## src/rtl/periph_pkg.sv

```systemverilog
// -----------------------------------------------------------------------------
// periph_pkg
//   Shared types and helpers for the peripheral operand loader slice.
//   - oploader_state_t : loader FSM state (COLLECT while filling, FULL while
//                        the set waits for the consumer)
//   - clog2_min1       : $clog2 clamped to at least 1, so that index ports never
//                        collapse to zero width when a count is 1
// -----------------------------------------------------------------------------
package periph_pkg;

    typedef enum logic {
        COLLECT = 1'b0,
        FULL    = 1'b1
    } oploader_state_t;

    function automatic int clog2_min1(input int n);
        return (n <= 2) ? 1 : $clog2(n);
    endfunction

endpackage

```

## src/rtl/peripheral_edge_pulse.sv

```systemverilog
// -----------------------------------------------------------------------------
// peripheral_edge_pulse
//   Brings an asynchronous button level into the clk domain and turns each
//   rising edge into a single-cycle pulse. A press held for any length gives
//   exactly one pulse.
//   Latency: with din first sampled high at posedge P0, pulse is high for the
//   cycle that follows posedge P2.
// Ports
//   clk    in  system clock
//   reset  in  synchronous, active-high reset (clears all flops)
//   din    in  button level, asynchronous to clk
//   pulse  out registered 1-cycle pulse per rising edge of din
// -----------------------------------------------------------------------------
module peripheral_edge_pulse (
    input  logic clk,
    input  logic reset,
    input  logic din,
    output logic pulse
);

    logic sync1;
    logic sync2;
    logic sync2_d;

    always_ff @(posedge clk) begin
        if (reset) begin
            sync1   <= 1'b0;
            sync2   <= 1'b0;
            sync2_d <= 1'b0;
            pulse   <= 1'b0;
        end else begin
            sync1   <= din;
            sync2   <= sync1;
            sync2_d <= sync2;
            // Registered so the pulse has no combinational path from din.
            pulse   <= sync2 & ~sync2_d;
        end
    end

endmodule

```

## src/rtl/peripheral_operand_loader.sv

```systemverilog
// -----------------------------------------------------------------------------
// peripheral_operand_loader
//   Collects NUM_OPS operands of DATA_W bits from a switch bus, one IN_W-bit
//   chunk per enter press, and hands the complete set to the datapath with a
//   valid/ready handshake.
// Parameters
//   DATA_W     operand width (multiple of IN_W)
//   IN_W       chunk / switch width
//   NUM_OPS    number of operands (>=1), operand 0 = A, 1 = B, ...
//   MSB_FIRST  0: first chunk entered is least significant; 1: most significant
// Ports
//   clk, reset  clock, synchronous active-high reset
//   inputdata   switch value, captured on a detected enter press
//   enterpulse  enter button level (asynchronous)
//   clear       synchronous abort, zeroes the set and counters
//   ops_o       operand i at [i*DATA_W +: DATA_W]
//   op_sel      operand currently being filled
//   chunk_sel   next chunk to be filled, in entry order
//   busy        COLLECT with at least one chunk already loaded
//   ops_valid   full set available
//   ops_ready   consumer accepts the set
// -----------------------------------------------------------------------------
module peripheral_operand_loader
    import periph_pkg::*;
#(
    parameter  int DATA_W    = 32,
    parameter  int IN_W      = 8,
    parameter  int NUM_OPS   = 2,
    parameter  int MSB_FIRST = 0,
    localparam int CHUNKS    = DATA_W / IN_W,
    localparam int OPW       = clog2_min1(NUM_OPS),
    localparam int CHW       = clog2_min1(CHUNKS)
) (
    input  logic                      clk,
    input  logic                      reset,
    input  logic [IN_W-1:0]           inputdata,
    input  logic                      enterpulse,
    input  logic                      clear,
    output logic [NUM_OPS*DATA_W-1:0] ops_o,
    output logic [OPW-1:0]            op_sel,
    output logic [CHW-1:0]            chunk_sel,
    output logic                      busy,
    output logic                      ops_valid,
    input  logic                      ops_ready
);

    if ((DATA_W % IN_W) != 0 || NUM_OPS < 1) begin : g_param_check
        $error("peripheral_operand_loader: DATA_W must be a multiple of IN_W and NUM_OPS >= 1");
    end

    oploader_state_t state;
    oploader_state_t state_d;

    logic            ent;
    logic            last_chunk;
    logic            last_op;
    logic            do_write;
    logic            do_accept;
    logic [OPW-1:0]  op_sel_d;
    logic [CHW-1:0]  chunk_sel_d;
    logic [CHW-1:0]  slot;
    logic            busy_d;
    logic            valid_d;

    logic [NUM_OPS-1:0][CHUNKS-1:0][IN_W-1:0] ops_q;

    peripheral_edge_pulse u_enter (
        .clk   (clk),
        .reset (reset),
        .din   (enterpulse),
        .pulse (ent)
    );

    // ---------------------------------------------------------------- state reg
    always_ff @(posedge clk) begin
        if (reset) begin
            state     <= COLLECT;
            op_sel    <= '0;
            chunk_sel <= '0;
            busy      <= 1'b0;
            ops_valid <= 1'b0;
        end else begin
            state     <= state_d;
            op_sel    <= op_sel_d;
            chunk_sel <= chunk_sel_d;
            busy      <= busy_d;
            ops_valid <= valid_d;
        end
    end

    // ------------------------------------------------------- next state + counters
    // Priority below reset: clear, then accept, then a chunk write.
    always_comb begin
        last_chunk  = (chunk_sel == CHW'(CHUNKS - 1));
        last_op     = (op_sel == OPW'(NUM_OPS - 1));
        do_write    = (state == COLLECT) && ent && !clear;
        do_accept   = (state == FULL) && ops_ready && !clear;

        state_d     = state;
        op_sel_d    = op_sel;
        chunk_sel_d = chunk_sel;

        if (clear || do_accept) begin
            state_d     = COLLECT;
            op_sel_d    = '0;
            chunk_sel_d = '0;
        end else if (do_write) begin
            if (last_chunk) begin
                chunk_sel_d = '0;
                if (last_op) begin
                    op_sel_d = '0;
                    state_d  = FULL;
                end else begin
                    op_sel_d = op_sel + 1'b1;
                end
            end else begin
                chunk_sel_d = chunk_sel + 1'b1;
            end
        end
    end

    // ------------------------------------------------------------- output decode
    // Outputs are decoded from next-state values and registered above, so
    // ops_valid rises on the same edge as the final chunk write.
    always_comb begin
        valid_d = (state_d == FULL);
        busy_d  = (state_d == COLLECT) && ((op_sel_d != '0) || (chunk_sel_d != '0));
    end

    // ---------------------------------------------------------------- datapath
    // Entry order maps onto a physical chunk slot; MSB_FIRST reverses it.
    assign slot = (MSB_FIRST != 0) ? (CHW'(CHUNKS - 1) - chunk_sel) : chunk_sel;

    for (genvar o = 0; o < NUM_OPS; o++) begin : g_op
        for (genvar c = 0; c < CHUNKS; c++) begin : g_chunk
            logic [IN_W-1:0] q;

            always_ff @(posedge clk) begin
                if (reset || clear) begin
                    q <= '0;
                end else if (do_write && (op_sel == OPW'(o)) && (slot == CHW'(c))) begin
                    q <= inputdata;
                end
            end

            assign ops_q[o][c] = q;
        end
    end

    assign ops_o = ops_q;

endmodule
```

## config.mk

```make
export PLATFORM = sky130hd
export DESIGN_NAME = peripheral_operand_loader
export DESIGN_NICKNAME = d
export VERILOG_FILES = /design/src/rtl/periph_pkg.sv /design/src/rtl/peripheral_edge_pulse.sv /design/src/rtl/peripheral_operand_loader.sv
export SDC_FILE = /design/constraint.sdc
export NUM_CORES = 1
export LEC_CHECK = 0
export ABC_AREA = 1
export CORE_MARGIN = 8
export CORE_UTILIZATION = 47
export CTS_CLUSTER_DIAMETER = 40
export DETAILED_ROUTE_END_ITERATION = 16
export GPL_TIMING_DRIVEN = 1
export PLACE_DENSITY = 0.84
export SYNTH_ARGS = -nofsm -noshare
export SYNTH_HDL_FRONTEND = slang
export SYNTH_HIERARCHICAL = 1
export SYNTH_SLANG_ARGS = --single-unit
```

## constraint.sdc

```tcl
create_clock -name clk -period 1.4 [get_ports clk]
set_input_delay 0.28 -clock clk [delete_from_list [all_inputs] [get_ports clk]]
set_output_delay 0.28 -clock clk [all_outputs]
set_load 0.01 [all_outputs]
```

# Yosys cells after proc, flatten, opt, wreduce, memory -nomap -nowiden
# Cells that the tools add are included.
[totals]
regBits = 73
input_bits = 13
output_inout_bits = 69
[classes]
n_mux = 11
add_sub_neg = 2
n_reduce_logical = 21
eq_ne = 3
bitwise = 5
[ops]
columns = ["operator", "count"]
rows = [
  ["logical AND 1 bit", 15],
  ["two-way mux 1 bit", 8],
  ["two-way mux 2 bit", 3],
  ["== test 2 bit, second input constant", 2],
  ["inverter 1 bit", 4],
  ["logical OR 1 bit", 3],
  ["adder 2 x 1 -> 2 bit, second input constant", 1],
  ["== test 2 x 1 -> 1 bit, second input constant", 1],
  ["zero test 2 bit", 1],
  ["nonzero test 2 bit", 1],
  ["adder 1 bit, second input constant", 1],
  ["bitwise AND 1 bit", 1],
  ["zero test 1 bit", 1],
]

# Depth between registers and ports, before layout
# Gate-level depths: netlist (run 1).
[logic_depth]
depth_word = 8
ltp_mapped = 8
mapped_depth_nobuf = 8

# Modules after synthesis
# Netlist (run 1), hierarchy kept.
[modules_own_cells]
columns = ["module", "area_each_um2", "cells_each", "seq_area_each_um2", "n_inst"]
rows = [
  ["peripheral_operand_loader", 2782.7, 340, 1381.3, 1],
  ["peripheral_edge_pulse", 115.1, 12, 80.1, 1],
]

# Worst setup path before layout (run 1)
# No wires, ideal clock.
[synth_timing]
path_type = "register -> register"
start = "register chunk_sel[0]"
end = "register busy"
n_path_buf = 0
path_slack_ns = 0.105
t_arrival_ns = 1.184
required_time_ns = 1.289
stages_incl_launch_ff = 9
cell_sequence = "dfxtp_1 -> inv_1 -> ha_1 -> inv_1 -> nand4_1 -> nand3_1 -> nand2_1 -> nor2_1 -> nor2_1"
[synth_via]
elab_chain_cells = 7
elab_cells_between_ends = 15
classes_between = "add/sub (1); eq/ne (1); mux (9); bitwise (1); reduce/logical (3)"
[synth_lines]
columns = ["element", "line_no", "rtl"]
rows = [
  ["start: declaration", "peripheral_operand_loader.sv:41", "output logic [CHW-1:0] chunk_sel,"],
  ["start signal: assignment", "peripheral_operand_loader.sv:85", "chunk_sel <= chunk_sel_d;"],
  ["adder 2 x 1 -> 2 bit or == test 2 bit (tied branches)", "peripheral_operand_loader.sv:117, peripheral_operand_loader.sv:94", ""],
  ["two-way mux 2 bit", "peripheral_operand_loader.sv:108", "if (last_chunk) begin"],
  ["two-way mux 2 bit", "peripheral_operand_loader.sv:107", "end else if (do_write) begin"],
  ["two-way mux 2 bit", "peripheral_operand_loader.sv:103", "if (clear || do_accept) begin"],
  ["nonzero test 2 bit", "peripheral_operand_loader.sv:127", "busy_d = (state_d == COLLECT) && ((op_sel_d != '0) || (chunk_sel_d != '0));"],
  ["logical OR 1 bit", "peripheral_operand_loader.sv:127", ""],
  ["logical AND 1 bit *", "peripheral_operand_loader.sv:127", ""],
  ["end signal: assignment", "peripheral_operand_loader.sv:86", "busy <= busy_d;"],
  ["end: declaration", "peripheral_operand_loader.sv:42", "output logic busy,"],
]
# Every way passes the cells marked *; elsewhere a longest branch is shown, timed or not.
# A chain may end at the register's enable or synchronous reset.

# Worst setup path in the final report (run 1)
[layout_timing]
start = "input clear"
end = "register g_op[0].g_chunk[2].q[0]"
[layout_via]
elab_chain_cells = 4
elab_cells_between_ends = 5
classes_between = "reduce/logical (5)"
[layout_lines]
columns = ["element", "line_no", "rtl"]
rows = [
  ["start: declaration", "peripheral_operand_loader.sv:38", "input logic clear,"],
  ["zero test 1 bit", "peripheral_operand_loader.sv:96", "do_write = (state == COLLECT) && ent && !clear;"],
  ["logical AND 1 bit", "peripheral_operand_loader.sv:96", ""],
  ["logical AND 1 bit (2 in a row)", "peripheral_operand_loader.sv:141", "end else if (do_write && (op_sel == OPW'(o)) && (slot == CHW'(c))) begin"],
  ["end signal: assignment", "peripheral_operand_loader.sv:142", "q <= inputdata;"],
  ["end: declaration", "peripheral_operand_loader.sv:136", "logic [IN_W-1:0] q;"],
]
# Several ways; a longest one is shown, not always the timed one.

==> results of run 1 <==
## layout make-up
cell class,instances,area [um^2]
Fill cell,491,1890
Sequential cell,73,1470
Tap cell,75,93.8
Timing Repair Buffer,112,1100
Clock inverter,2,10.0
Multi-Input combinational cell,239,1160
Clock buffer,14,183
Inverter,14,55.1
## sequential cells by signal, indices dropped and copies added, names as in the netlist
| name | cells |
|---|---|
| g_op.g_chunk.q | 64 |
| chunk_sel | 2 |
| busy | 1 |
| op_sel | 1 |
| state | 1 |
| u_enter/pulse | 1 |
| u_enter/sync1 | 1 |
| u_enter/sync2 | 1 |
| u_enter/sync2_d | 1 |
## critical path, cell delays in order
cell             delay [ns]
clkdlybuf4s50_1        0.43
inv_2                  0.09
nand3_4                0.12
nor2_4                 0.17
buf_12                 0.13
buf_6                  0.12
nand3_1                0.08
a21oi_1                0.19
## routing by layer
layer,GRT usage,up-vias
li1,-,1355
met1,0.221,1305
met2,0.288,120
met3,0.0556,15
met4,0.0819,0
met5,0,-
## synth_stat cells (all sizes together)
| cell | instances | area (um^2) |
|---|---|---|
| nand2 | 92 | 348 |
| dfxtp | 73 | 1460 |
| a21oi | 67 | 335 |
| nand3 | 59 | 308 |
| buf | 20 | 219 |
| inv | 14 | 52.6 |
| nor2 | 12 | 65.1 |
| clkbuf | 6 | 22.5 |
| ha | 5 | 62.6 |
| and2 | 1 | 6.26 |
| nand4 | 1 | 6.26 |
| o21ai | 1 | 5.00 |
| or2 | 1 | 6.26 |
## logic make-up after synthesis
family,Yosys count,synth area share
flops,73,0.504
simple gates,166,0.255
buf+inv,40,0.101
compound gates,68,0.117
fa+ha+maj,5,0.0216
## stage by stage
| step | total power [mW] | hold WS [ns] | setup TNS [ns] | utilization | instance area, um^2 |
|---|---|---|---|---|---|
| floorplan | 2.23 | 0.351 | 0 | - | 2900 |
| global placement | 2.34 | 0.387 | -14.50 | 0.654 | 3890 |
| detailed placement | 2.35 | 0.392 | -17.30 | 0.654 | 3890 |
| CTS | 3.88 | 0.412 | 0 | 0.672 | 4000 |
| global route | 4.01 | 0.432 | -0.0983 | 0.683 | 4070 |
| finish | 3.87 | 0.407 | 0 | 0.683 | 4070 |
## what timing repair did
| action | in CTS | in global routing |
|---|---|---|
| pin swaps | 0 | 1 |
| hold endpoints to repair | 0 | 0 |
| buffers inserted | 0 | 2 |
| endpoints found under the setup margin | 70 | 44 |
| resized for setup | 72 | 12 |
## path summary, 6_finish.rpt
kind,start,to,slack (ns),cells after the start
setup / recovery,clear,g_op[0].g_chunk[2].q[0],0.06,8
hold / removal,u_enter/sync2_d,u_enter/pulse,0.41,1
setup reg to reg,u_enter/pulse,g_op[0].g_chunk[2].q[0],0.08,6
hold reg to reg,u_enter/sync2_d,u_enter/pulse,0.41,1
## report_power, final
| group | internal, mW | switching (mW) | total (mW) |
|---|---|---|---|
| sequential | 2.08 | 0.00368 | 2.08 |
| clock | 0.833 | 0.730 | 1.56 |
| combinational | 0.107 | 0.117 | 0.223 |
==> results.cfg, run 1 <==
[run_status]
status = finished clean

[layout]
layout_common_cells = nand2_1, dfxtp_1, dlygate4sd2_1
n_antenna_cell = 0
drive_above_1_share = 0.150
finalNonFillerCells = 529
final_nets = 467
syn2layout_area_growth_pct = 40.4
layout_commonest_cell = nand2_1

[timing]
drv_slew = 0
finalCritPeriodShare = 0.956
timing.final.crit_period_ns = 1.34
hold_viol_final = 0
fin_worst_skew_ns = 0.0104
finalWorstSetupSlack_ns = 0.0613
tightest_slew_ns = 0.346
setup_viol = 0
slew_headroom = 0.769
max_freq_mhz = 747

[drt]
drc = 0
antenna_left = 0
drtIter0Drc = 217
highest_layer = met4
dr.pass1.iters = 5
m1WireLength_mm = 3.42
met2_length_mm = 3.99
wl_per_cell_um = 15.7
routed_wl_mm = 8.30
via_per_inst = 5.28
route.met3.wl_um = 737
via_count = 2795

[logic_synthesis]
syn_area_per_cell_um2 = 8.23
yosysWarnings = 6
synth_seq_area_share = 0.504
ys_types = 19
syn_nets = 370
ys_seq_elements = 73
syn_inst = 352
syn_area_um2 = 2900

[global_route]
gr-usage-all-layers = 0.181
antenna_found_initial = 0
grt_pass1_wl_mm = 12.8
grt_max_degree = 41
grt_pass1_vias = 2623
grt_overflow_total = 0

[placement]
dp_cells = 511
hpwl_mm = 5.75
post-place-ws_ns = -0.307
place_congestion = 0.855
portBuffers = 81

[clock_tree]
htree_levels = 3
clk_pin_slew_ns = 0.08
cts_buffers = 9
clk_path_buf_depth = 2
clk_latency_ns = 0.35
cts_tree = yes
clock-sinks = 73
root_buffer = clkbuf_8
ctsHoldBuffers = 0

[power_and_ir_drop]
power_density_nw_per_um2 = 951
ir_drop_v = 0.000692
p_leak_nw = 1.76

[job]
cap_violations = 0

[die]
dieArea_um2 = 8930
chipHeight_um = 94.5
core_um2 = 5960
start_util = 0.487
dieWidth_um = 94.5
ios = 82
placementRows = 28

[worst_setup_path]
crit_type = input pin to register
crit_fanout = 8
cp-end-kind = register
worstPathRequired_ns = 1.67
cp-start-kind = input pin
cp.arrival_ns = 1.61

[worst_hold_path]
hold_path.class = register to register
Note: power is estimated with default switching activity, not from simulation.
==> run 2, diff against run 1 <==
Settings changed: SYNTH_HIERARCHICAL 1 to not set.
==> results.cfg, run 2 <==
[run_status]
status = finished clean

[logic_synthesis]
synthTopCellsByCount = nand2_1, dfxtp_1, a21oi_1
yosys-top-cells-area = dfxtp_1, nand2_1, a21oi_1, nand3_1, buf_6
syn_nets = 371
synth_seq_area_share = 0.503
synth_edf_count = 0
yosysMostFrequentCell = nand2_1
syn_inst = 353
syn_area_per_cell_um2 = 8.24
ys_seq_elements = 73
yosysWarnings = 0
synth_top_cell_area_share = 0.503
yosys.area.top_type = dfxtp_1
syn_area_um2 = 2910
synthFlopType = dfxtp_1
async_reset_ff_frac = 0
ys_types = 22

[placement]
place_area_um2 = 3930
place_congestion = 0.833
hpwl_mm = 5.96
portBuffers = 81
dp_cells = 513

[drt]
wl_per_cell_um = 16.1
dr.pass1.iters = 5
antenna_left = 0
drc = 0
via_per_inst = 5.33
via_count = 2822
drtIter0Drc = 203
routed_wl_mm = 8.53

[global_route]
grt_pass1_vias = 2777
grt_overflow_total = 0
gr-usage-all-layers = 0.190
gr-usage-met3 = 0.0706
grt_util_met2 = 0.324
busiest_layer = met2
grt_max_degree = 39
grt_pass1_wl_mm = 13.3
antenna_found_initial = 0
met1_usage = 0.212

[worst_setup_path]
crit_type = register to register
crit_fanout = 16
worstPathRequired_ns = 1.67
cp-start-kind = register
cp.arrival_ns = 1.63
cp-end-kind = register

[clock_tree]
clock-sinks = 73
clk_latency_ns = 0.34
cts_buffers = 9
htree_levels = 3
clk_pin_slew_ns = 0.08
cts_tree = yes
root_buffer = clkbuf_8
clk_path_buf_depth = 2
cts_setup_buffers = 0

[worst_hold_path]
hold_path.class = register to register

[die]
dieArea_um2 = 8960
ios = 82
dieWidth_um = 94.7
start_util = 0.488
chipHeight_um = 94.7
core_um2 = 5960
placementRows = 28

[layout]
finalNonFillerCells = 529
final_nets = 467
layout_common_cells = nand2_1, dfxtp_1, dlygate4sd2_1
largest_register_ff_count = 64
reg.largest.list = g_op.g_chunk.q (64), chunk_sel (2)
n_antenna_cell = 0
layout_commonest_cell = nand2_1
drive_above_1_share = 0.139
fill_cells = 483
regMostFlops = g_op.g_chunk.q
final_area_um2 = 4130
syn2layout_area_growth_pct = 42.2

[timing]
drv_slew = 0
finalCritPeriodShare = 0.972
fin_worst_skew_ns = 0.00796
tightest_slew_ns = 0.385
setup_viol = 0
tns_ns = 0
slew_headroom = 0.742
max_freq_mhz = 735
timing.final.crit_period_ns = 1.36
hold_viol_final = 0
rsz0062_at_grt = yes

[power_and_ir_drop]
ir_drop_v = 0.000967
power.total_mw = 4.41
power_density_nw_per_um2 = 1070
p_leak_nw = 1.83

[job]
cap_violations = 0
## run 2: cell count changes after synthesis, moves of 2 or more
cell     previous run  this run
a21oi_1            67        64
buf_4               0         6
buf_6              19         9
buf_8               0         2
inv_1               9        11
inv_2               5         2
nand2_1            91        93
nand3_2             0         2
nor2_2              2         0
nor2_8              0         2
## run 2: routing by layer
layer	up-vias	part of all wire
met5	-	0
met4	0	0.020
met3	21	0.096
met2	133	0.48
met1	1312	0.40
li1	1356	-
## run 2: kinds of logic after synthesis
family / Yosys count / share of synthesized area
flops: 73 / 0.503
compound gates: 66 / 0.116
fa+ha+maj: 5 / 0.0215
simple gates: 169 / 0.265
buf+inv: 40 / 0.0947
## run 2: worst paths after layout
check,depth (start not counted),from,slack (ns),to
worst max-delay path,5,chunk_sel[1],0.04,g_op[1].g_chunk[0].q[7]
worst min-delay path,1,u_enter.sync2_d,0.39,u_enter.pulse
worst max register to register,5,chunk_sel[1],0.04,g_op[1].g_chunk[0].q[7]
worst min register to register,1,u_enter.sync2_d,0.39,u_enter.pulse
## run 2: where the power goes
group / internal [mW] / total, mW / switching [mW]
Clock: 1.33 / 2.11 / 0.777
Combinational: 0.103 / 0.220 / 0.117
Sequential: 2.08 / 2.08 / 0.00333
Total: 3.51 / 4.41 / 0.898
## run 2: worst max-delay path: stages (launching register included)
cell     delay, ns
dfxtp_4       0.37
inv_1         0.11
ha_1          0.31
buf_6         0.21
nand3_1       0.10
a21oi_1       0.19
## run 2: layout make-up
cell class	instances	area [um^2]	share of cell area
flip-flops and latches	73	1470	0.355
inverters	13	48.8	0.0118
well taps	75	93.8	0.0227
clock inverters	4	97.6	0.0236
clock buffers	12	165	0.0400
multi-input cells	240	1180	0.286
repair buffers	112	1080	0.261
## run 2: repair_timing
action / 4_1_cts / 5_1_grt
hold buffers: 0 / 0
endpoints found under the setup margin: 69 / 39
gates cloned: 0 / 0
gates resized for setup: 71 / 8
## run 2: per-stage QoR
| step | util | setup slack [ns] | hold slack, ns |
|---|---|---|---|
| floorplan | - | 0.0924 | 0.373 |
| global placement | 0.661 | -0.247 | 0.376 |
| detailed placement | 0.661 | -0.318 | 0.384 |
| CTS | 0.691 | 0.0334 | 0.395 |
| global route | 0.694 | -0.0486 | 0.425 |
| finish | 0.694 | 0.0396 | 0.392 |
==> run 3, diff against run 2 <==
Settings changed: ABC_AREA 1 to not set, CORE_MARGIN 8 to 2.
==> results.cfg, run 3 <==
[layout]
finalNonFillerCells = 458
drive_above_1_share = 0.167
regMostFlops = g_op.g_chunk.q
reg.largest.list = g_op.g_chunk.q (64), chunk_sel (2)
fill_cells = 487
layout_common_cells = dfxtp_1, dlygate4sd2_1, nand2_1
layout_commonest_cell = dfxtp_1
n_antenna_cell = 0
largest_register_ff_count = 64
final_nets = 396
syn2layout_area_growth_pct = 43.7

[timing]
finalCritPeriodShare = 0.962
slew_headroom = 0.803
timing.final.crit_period_ns = 1.35
hold_ws_ns = 0.384
fin_worst_skew_ns = 0.00919
hold_viol_final = 0
max_freq_mhz = 743
rsz0062_at_grt = yes
tightest_slew_ns = 0.295
drv_slew = 0
setup_viol = 0

[logic_synthesis]
syn_area_per_cell_um2 = 10.3
synth-simple-area-share = 0.174
async_reset_ff_frac = 0
synth_compound_area_frac = 0.0482
ys_types = 29
syn_area_um2 = 2800
synth_edf_count = 0
synth_top_family_by_area = multiplexers
yosysMostFrequentCell = dfxtp_1
synthFlopType = dfxtp_1
syn_nets = 291
yosys-top-cells-area = dfxtp_1, mux2i_1, nand2_1, ha_1, a21oi_1
ys_seq_elements = 73
synth.area.mux_share = 0.207
synth_seq_area_share = 0.522
yosys.area.top_type = dfxtp_1
yosysWarnings = 0
synthTopCellsByCount = dfxtp_1, nand2_1, mux2i_1
synth_top_cell_area_share = 0.522
synth_fa_ha_area_frac = 0.0223
synthXorXnorAreaFrac = 0
syn_inst = 273

[global_route]
gr-usage-met3 = 0.0356
busiest_layer = met2
grt_max_degree = 35
grt_pass1_vias = 2220
antenna_found_initial = 0
grt_util_met2 = 0.350
gr-usage-all-layers = 0.222
grt_overflow_total = 0
met1_usage = 0.297
grt_pass1_wl_mm = 10.9

[worst_setup_path]
cp-end-kind = output port
crit_type = register to output port
ff2ff_path_depth = 4
r2r-start = state
cp-start-kind = register
path_depth = 2
cp_slowest_cell = dfxtp_4
cp.arrival_ns = 1.07
slowest_delay_ns = 0.37
crit_fanout = 5
cp_num_buf_inv = 2
worstSetupStartpoint = chunk_sel[1]
timing.rr.end = g_op[0].g_chunk[0].q[0]
rrSetupSlack_ns = 0.06
critical_path.endpoint = chunk_sel[1]
cp_top_family = flip-flops
worstPathRequired_ns = 1.12
path_cells = buf_4, clkdlybuf4s15_1

[die]
start_util = 0.479
ios = 82
dieWidth_um = 81.2
dieArea_um2 = 6590
chipHeight_um = 81.2
placementRows = 28
core_um2 = 5850

[worst_hold_path]
worstHoldStart = u_enter.sync2_d
hold_path.class = register to register

[clock_tree]
clock-sinks = 73
cts_buffers = 9
root_buffer = clkbuf_8
clk_pin_slew_ns = 0.07
cts_tree = yes
clk_path_buf_depth = 2
clk_latency_ns = 0.35
htree_levels = 3

[placement]
hpwl_mm = 4.95
place_congestion = 0.841
dp_cells = 440
portBuffers = 81

[job]
cap_violations = 0

[drt]
wl_per_cell_um = 15.2
drc = 0
dr.pass1.iters = 5
drtIter0Drc = 91
antenna_left = 0
via_count = 2331
via_per_inst = 5.09
routed_wl_mm = 6.96

[power_and_ir_drop]
ir_drop_v = 0.000661
power_density_nw_per_um2 = 1010
p_leak_nw = 2.09

[run_status]
status = finished clean
==> run 3: changes by cell type in the layout (fill, tap and decap cells not counted), moves of 7 or more <==
cell / change
a21oi_1: -56
buf_12: -7
inv_1: -8
mux2i_1: +58
nand2_1: -27
nand3_1: -51
o21ai_0: +8
==> run 3: stage by stage <==
step / worst slack, ns / instance area (um^2) / util / total power, mW / TNS, ns
finish: 0.0537 / 4030 / 0.688 / 4.06 / 0
floorplan: 0.00612 / 2800 / - / 2.20 / 0
global route: -0.0206 / 4030 / 0.688 / 4.19 / -0.115
global placement: -0.355 / 3830 / 0.654 / 2.30 / -20.40
CTS: 0.00310 / 4010 / 0.685 / 4.07 / 0
detailed placement: -0.415 / 3830 / 0.654 / 2.30 / -23.28
==> run 3: layer usage <==
| metal | vias up | part of all wire |
|---|---|---|
| met2 | 71 | 0.48 |
| li1 | 1143 | - |
| met5 | - | 0 |
| met1 | 1105 | 0.46 |
| met3 | 12 | 0.047 |
| met4 | 0 | 0.017 |
==> run 3: area by class of cell <==
class / instances / area, um^2 / share of cell area
well taps: 75 / 93.8 / 0.0233
multi-input cells: 186 / 1290 / 0.322
repair buffers: 105 / 930 / 0.231
clock buffers: 10 / 128 / 0.0317
inverters: 3 / 11.3 / 0.00280
clock inverters: 6 / 92.6 / 0.0230
flip-flops and latches: 73 / 1480 / 0.366
==> run 3: timing repair <==
action / CTS / global route
setup endpoints to repair: 90 / 52
resized for setup: 79 / 5
pin swaps: 2 / 1
setup buffers: 1 / 1
hold buffers: 0 / 0
==> run 3: power breakdown <==
part	leakage (nW)	switching, mW	internal, mW
registers	0.592	0.00330	2.07
clock network	0.103	0.797	1.01
logic	1.40	0.0968	0.0814
total	2.09	0.897	3.17
==> run 3: worst min path at each step <==
stage                          to  slack (ns)  cells after the start
floorplan           u_enter.sync1        0.35                      1
global placement    u_enter.pulse        0.37                      1
detailed placement  u_enter.pulse        0.38                      1
CTS                 u_enter.pulse        0.40                      1
global route        u_enter.pulse        0.41                      1
finish              u_enter.pulse        0.38                      1
==> run 3: cell families (layout without fill, tap and decap cells) <==
logic type | Yosys count | after routing
fa+ha+maj | 5 | 5
mux | 58 | 58
buf+inv | 14 | 124
flops | 73 | 73
simple gates | 101 | 101
compound gates | 22 | 22
